[src/rtl/div_pkg.sv]
// div_pkg
// Shared definitions for the sequential restoring divider:
//   - div_state_e : controller states (IDLE, RUN, DONE)
//   - DEFAULT_WIDTH : default operand/result width
//   - cnt_width() : width of the step counter, which must hold WIDTH itself
package div_pkg;

  typedef enum logic [1:0] {
    ST_IDLE = 2'd0,
    ST_RUN  = 2'd1,
    ST_DONE = 2'd2
  } div_state_e;

  localparam int DEFAULT_WIDTH = 8;

  // Counter loads WIDTH and counts down to 1, so it needs $clog2(WIDTH+1) bits.
  function automatic int cnt_width(input int width);
    return $clog2(width + 1);
  endfunction

endpackage : div_pkg

[src/rtl/div_restore_step.sv]
// div_restore_step
// One combinational restoring-division step.
// Ports:
//   r      : current partial remainder (always < d when d != 0)
//   q_msb  : next dividend bit shifted into the partial remainder
//   d      : divisor
//   r_next : partial remainder after the step
//   q_bit  : quotient bit produced by the step
module div_restore_step
#(
  parameter int WIDTH = 8
)
(
  input  logic [WIDTH-1:0] r,
  input  logic             q_msb,
  input  logic [WIDTH-1:0] d,
  output logic [WIDTH-1:0] r_next,
  output logic             q_bit
);

  logic [WIDTH-1:0] shifted_s;
  logic [WIDTH-1:0] diff_s;
  logic             fits_s;

  // The trial value is T = {r, q_msb} - d, WIDTH+1 bits wide. When T is
  // non-negative it is below d, so its low WIDTH bits equal
  // {r[WIDTH-2:0], q_msb} - d taken modulo 2^WIDTH; only the sign decision
  // needs r's MSB. If r's MSB is set, {r, q_msb} >= 2^WIDTH > d and the
  // subtraction always succeeds.
  assign shifted_s = {r[WIDTH-2:0], q_msb};
  assign diff_s    = shifted_s - d;

  // Subtract-or-restore decision for this step.
  always_comb begin
    fits_s = 1'b0;
    if (r[WIDTH-1] == 1'b1) begin
      fits_s = 1'b1;
    end else if (shifted_s >= d) begin
      fits_s = 1'b1;
    end else begin
      fits_s = 1'b0;
    end
  end

  // Select the new partial remainder: difference if it fit, else restored value.
  always_comb begin
    r_next = shifted_s;
    q_bit  = 1'b0;
    if (fits_s) begin
      r_next = diff_s;
      q_bit  = 1'b1;
    end else begin
      r_next = shifted_s;
      q_bit  = 1'b0;
    end
  end

endmodule : div_restore_step

[src/rtl/seq_restoring_divider.sv]
// seq_restoring_divider
// Iterative unsigned restoring divider, one quotient bit per clock, with a
// start/busy/done handshake.
// Ports:
//   clk         : rising-edge clock
//   rst         : synchronous active-high reset
//   start       : request, sampled only while idle
//   dividend    : unsigned dividend, captured with start
//   divisor     : unsigned divisor, captured with start
//   busy        : high while a division is running or completing
//   done        : one-cycle pulse, results valid in that cycle
//   quotient    : registered quotient (all ones on divide-by-zero)
//   remainder   : registered remainder (dividend on divide-by-zero)
//   div_by_zero : registered flag for the last completed operation
module seq_restoring_divider
  import div_pkg::*;
#(
  parameter int WIDTH = DEFAULT_WIDTH
)
(
  input  logic             clk,
  input  logic             rst,
  input  logic             start,
  input  logic [WIDTH-1:0] dividend,
  input  logic [WIDTH-1:0] divisor,
  output logic             busy,
  output logic             done,
  output logic [WIDTH-1:0] quotient,
  output logic [WIDTH-1:0] remainder,
  output logic             div_by_zero
);

  localparam int CW = cnt_width(WIDTH);

  div_state_e       state_r;
  logic [WIDTH-1:0] r_r;
  logic [WIDTH-1:0] q_r;
  logic [WIDTH-1:0] d_r;
  logic [CW-1:0]    count_r;

  logic [WIDTH-1:0] r_next_s;
  logic             q_bit_s;
  logic [WIDTH-1:0] q_next_s;

  div_restore_step #(
    .WIDTH (WIDTH)
  ) u_step (
    .r      (r_r),
    .q_msb  (q_r[WIDTH-1]),
    .d      (d_r),
    .r_next (r_next_s),
    .q_bit  (q_bit_s)
  );

  // Q doubles as the dividend shifter: its MSB feeds the step while the new
  // quotient bit enters at the LSB.
  assign q_next_s = {q_r[WIDTH-2:0], q_bit_s};

  // Controller, datapath registers and registered outputs.
  always_ff @(posedge clk) begin
    if (rst) begin
      state_r     <= ST_IDLE;
      r_r         <= {WIDTH{1'b0}};
      q_r         <= {WIDTH{1'b0}};
      d_r         <= {WIDTH{1'b0}};
      count_r     <= {CW{1'b0}};
      busy        <= 1'b0;
      done        <= 1'b0;
      quotient    <= {WIDTH{1'b0}};
      remainder   <= {WIDTH{1'b0}};
      div_by_zero <= 1'b0;
    end else begin
      case (state_r)
        ST_IDLE: begin
          done <= 1'b0;
          if (start) begin
            r_r     <= {WIDTH{1'b0}};
            q_r     <= dividend;
            d_r     <= divisor;
            count_r <= CW'(WIDTH);
            busy    <= 1'b1;
            if (divisor == {WIDTH{1'b0}}) begin
              // Divide-by-zero skips the iteration entirely.
              state_r     <= ST_DONE;
              quotient    <= {WIDTH{1'b1}};
              remainder   <= dividend;
              div_by_zero <= 1'b1;
              done        <= 1'b1;
            end else begin
              state_r <= ST_RUN;
            end
          end else begin
            busy <= 1'b0;
          end
        end
        ST_RUN: begin
          r_r     <= r_next_s;
          q_r     <= q_next_s;
          count_r <= count_r - CW'(1);
          if (count_r == CW'(1)) begin
            // Final step: publish the results straight from the step outputs.
            state_r     <= ST_DONE;
            quotient    <= q_next_s;
            remainder   <= r_next_s;
            div_by_zero <= 1'b0;
            done        <= 1'b1;
          end else begin
            done <= 1'b0;
          end
        end
        ST_DONE: begin
          state_r <= ST_IDLE;
          busy    <= 1'b0;
          done    <= 1'b0;
        end
        default: begin
          state_r <= ST_IDLE;
          busy    <= 1'b0;
          done    <= 1'b0;
        end
      endcase
    end
  end

endmodule : seq_restoring_divider

[config.mk]
export PLATFORM = sky130hd
export DESIGN_NAME = seq_restoring_divider
export DESIGN_NICKNAME = d
export VERILOG_FILES = /design/src/rtl/div_pkg.sv /design/src/rtl/div_restore_step.sv /design/src/rtl/seq_restoring_divider.sv
export SDC_FILE = /design/constraint.sdc
export NUM_CORES = 1
export LEC_CHECK = 0
export CAP_MARGIN = 40
export CORE_ASPECT_RATIO = 0.75
export CORE_MARGIN = 5
export CORE_UTILIZATION = 35
export CTS_CLUSTER_SIZE = 20
export DETAILED_ROUTE_END_ITERATION = 8
export HOLD_SLACK_MARGIN = 0.05
export MAX_ROUTING_LAYER = met4
export PLACE_DENSITY = 0.61
export SKIP_LAST_GASP = 1
export SYNTH_ARGS = -nofsm -noshare
export SYNTH_HDL_FRONTEND = slang
export SYNTH_SLANG_ARGS = --single-unit
[constraint.sdc]
create_clock -name clk -period 2.9 [get_ports clk]
set_input_delay 0.435 -clock clk [delete_from_list [all_inputs] [get_ports clk]]
set_output_delay 0.435 -clock clk [all_outputs]
set_load 0.1 [all_outputs]
==> results_dict.tcl <==
set metrics [dict create \
    max-slew-margin-rel 0.403 \
    layout.nets 362 \
    end_kind "flip-flop" \
    dieHeight_microns 83.3 \
    leakagePower_uw 0.00119 \
    synth.avg_cell_area_sq_um 8.37 \
    yosysMostFrequentCell "nor2_1" \
    ctsHoldBuffers 0 \
    hold_path_class "reg -> reg" \
    postLayoutCoreUtil 0.437 \
    power.sequential.fraction 0.413 \
    clkSlewWorstSetupHoldPaths_ns 0.09 \
    setup_slack_ns 0.310 \
    insertedDiodeCount 0 \
    pwr-share-comb 0.360 \
    reg2reg_from "d_r[0]" \
    fill_cells 710 \
    globalplace.congestion 0.861 \
    route.final.wire_length_microns 6540 \
    first_iter_violations 112 \
    port-buffer-count 37 \
    start_kind "flip-flop" \
    num_vias 2238 \
    multiInputGateArea_sq_mm 0.00140 \
    clock_path_buffers 2 \
    die_width_microns 108 \
    crit_path_top_delay_cell "or3_1" \
    cts-buffers-inserted 5 \
    unrepaired_setup_endpoints_after_global_routing "no" \
    pwr-share-clk 0.227 \
    overflow 0 \
    synth_largest_type_area_fraction 0.391 \
    final-seq-area_sq_um 981 \
    maxCapViolCount 0 \
    postSynth.topFlopCell "dfxtp_1" \
    skew_pair_late_insertion_delay_ns 0.30 \
    worst_ir_drop_vdd_mv 0.248 \
    detailedPlace.worstSlack_ns 0.360 \
    worst_margin_slew_ns 0.892 \
    top_cell_types_by_occurrence_after_synthesis "nor2_1 (52), dfxtp_1 (49), nor3_1 (22)" \
    finalCritPeriodShare 0.893 \
    initial_antenna_violation_count 0 \
    grtUsageTotal 0.157 \
    status "complete, no violations" \
    final-max-slew-violation-count 0 \
    grt_pass1_wl_microns 11100 \
    post_synth_instance_area_sq_mm 0.00251 \
    startpoint "d_r[0]" \
    min-delay-start "r_r[7]" \
    grt_max_degree 29 \
    cp.buffers_inverters 1 \
    seq_area_frac_synth 0.391 \
    ctsHtreeMaxLevel 2 \
    totalNegativeSetupSlack_ns 0 \
    timing.fmax_mhz 386 \
    synth.top_cells.by_area "dfxtp_1 (39%), nor2_1 (7.8%), ha_1 (5.0%), mux2i_1 (4.4%), nor3_1 (4.4%)" \
    route.detailed.vias_per_inst 5.20 \
    die_area_sq_mm 0.00898 \
    synthArstFlopShare 0 \
    yosysWarnings 0 \
    timing.critical_path.slowest_cell_delay_ns 0.59 \
    clock_tree_from_tritoncts "done" \
    clock_sinks 49 \
    worst_ep_arrival_time_ns 2.80 \
    dpl_cell_area_sq_mm 0.00293 \
    total_switching_power_uw 685 \
    clock_tree.root_cell "clkbuf_8" \
    final_layout_size_suffix_gt1_frac 0.136 \
    yosysTopAreaCell "dfxtp_1" \
    first_global_vias 2142 \
    synth-edff-count 0 \
    path_cells "ha_1 > inv_1 > fa_1 > nand3_1 > a311oi_2 > or3_1 > a211o_1 > a311oi_2" \
    i_o_pins 38 \
    synth_seq_cells 49 \
    hold_slack_ns 0.462 \
    finish.instance_area_sq_mm 0.00302 \
    crit_family "compound AO/OA/AOI/OAI gates" \
    power.switching_fraction 0.369 \
    setup_viol_count_final 0 \
    starting_density_of_the_core 0.364 \
    critical_path_class "reg -> reg" \
    cell_internal_pwr_uw 1170 \
    detail_route.wl_per_cell_microns 15.2 \
    syn_nets 330 \
    synth_cells 300 \
    crit_fanout 10 \
    postRouteAntennaNets 0 \
    number_of_iterations_in_the_first_detailed_routing_pass 4 \
    area_growth_pct 20.1 \
    fp-row-count 26 \
    remaining_drc_errors 0 \
    finClkSkew_ns 0.0106 \
    half_perimeter_wire_length_after_placement_microns 4880 \
    timing_hold_violations_final 0 \
    worst_path_most_repeated_cell "a311oi_2" \
    power_per_cell_area_mw_per_mm2 616 \
    postCtsSetupBuffers 0 \
    timing.final.crit_period_ns 2.59 \
    timing.reg2reg.setup_slack_ns 0.31 \
    post_cts_resize_count 0 \
    synthDistinctLibCells 51 \
    core_region_area_sq_mm 0.00690 \
    required_time_reported_for_the_critical_path_endpoint_ns 3.11 \
]
## worst min-delay path, stage by stage (launching register included)
cell and delay (ns):
dfxtp_1 0.32, nand2_1 0.05, a21oi_1 0.05
## power by group through the flow
stage | combinational, uW | sequential, uW | clock (uW)
floorplan | 483 | 818 | 0
global placement | 665 | 782 | 0
detailed placement | 665 | 782 | 0
CTS | 669 | 768 | 434
global route | 736 | 776 | 472
finish | 669 | 768 | 421
## through the flow
stage / cells / power, uW
2_1_floorplan: 300 / 1300
3_3_place_gp: 423 / 1450
3_5_place_dp: 423 / 1450
4_1_cts: 430 / 1870
5_1_grt: 430 / 1980
6_report: 430 / 1860
## cells by family after synthesis
group                    count (synthesis)  share of synthesized area
multiplexers                            13                     0.0528
adder cells (fa/ha/maj)                 11                     0.0578
buffers and inverters                   31                     0.0508
XOR/XNOR                                 2                    0.00698
flip-flops                              49                      0.391
AND/OR/NAND/NOR                        128                      0.256
AO/OA/AOI/OAI                           66                      0.184
## area by class of cell
class | count | area share
clock buffer | 6 | 0.0274
timing repair buffer | 44 | 0.124
clock inverter | 1 | 0.00249
sequential | 49 | 0.325
inverter | 12 | 0.0149
multi-input combinational | 220 | 0.465
tap | 98 | 0.0407
## cells in the final DEF, fill, tap and decap left out, types with 2 or more instances in the layout
cell             synthesis  layout
a22oi_1                  2       2
clkdlybuf4s50_1          0      18
nand3_1                  4       4
buf_4                    0      26
a311oi_1                 4       4
o21ai_0                 11      11
a21oi_2                  2       2
nor4_1                   3       3
xnor2_1                  2       2
mux2_2                   2       2
inv_1                   12      12
mux2i_1                 11      11
a211oi_1                11      11
o31ai_1                  6       6
nand4b_1                 2       2
nand3b_1                11      11
o21a_1                   2       2
nor2_1                  52      52
nor3_1                  22      22
nand2_1                 12      12
ha_1                    10      10
or2_2                    2       2
nor2b_1                  4       4
dfxtp_1                 49      49
a311oi_2                 2       2
clkbuf_8                 0       6
or3_1                    3       3
a21oi_1                 16      16
nand2b_1                 4       4
## layer usage
metal / track usage / share of wire / vias up / routed length (microns)
li1: - / - / 1132 / -
met1: 0.234 / 0.53 / 1055 / 3440
met2: 0.214 / 0.41 / 46 / 2690
met3: 0.0318 / 0.053 / 5 / 349
met4: 0.0378 / 0.0093 / 0 / 61
met5: - / 0 / - / 0
## sequential cells by signal, summed over array words and instances (netlist names)
| signal | flops |
|---|---|
| state_r | 2 |
| done | 1 |
| d_r | 8 |
| busy | 1 |
| remainder | 8 |
| q_r | 8 |
| quotient | 8 |
| div_by_zero | 1 |
| r_r | 8 |
| count_r | 4 |
## final timing paths
check	to	cells past startpoint
setup / recovery	remainder[0]	8
hold / removal	r_r[7]	2
setup reg to reg	remainder[0]	8
hold reg to reg	r_r[7]	2
No activity file was read; power rests on OpenSTA's default activity.
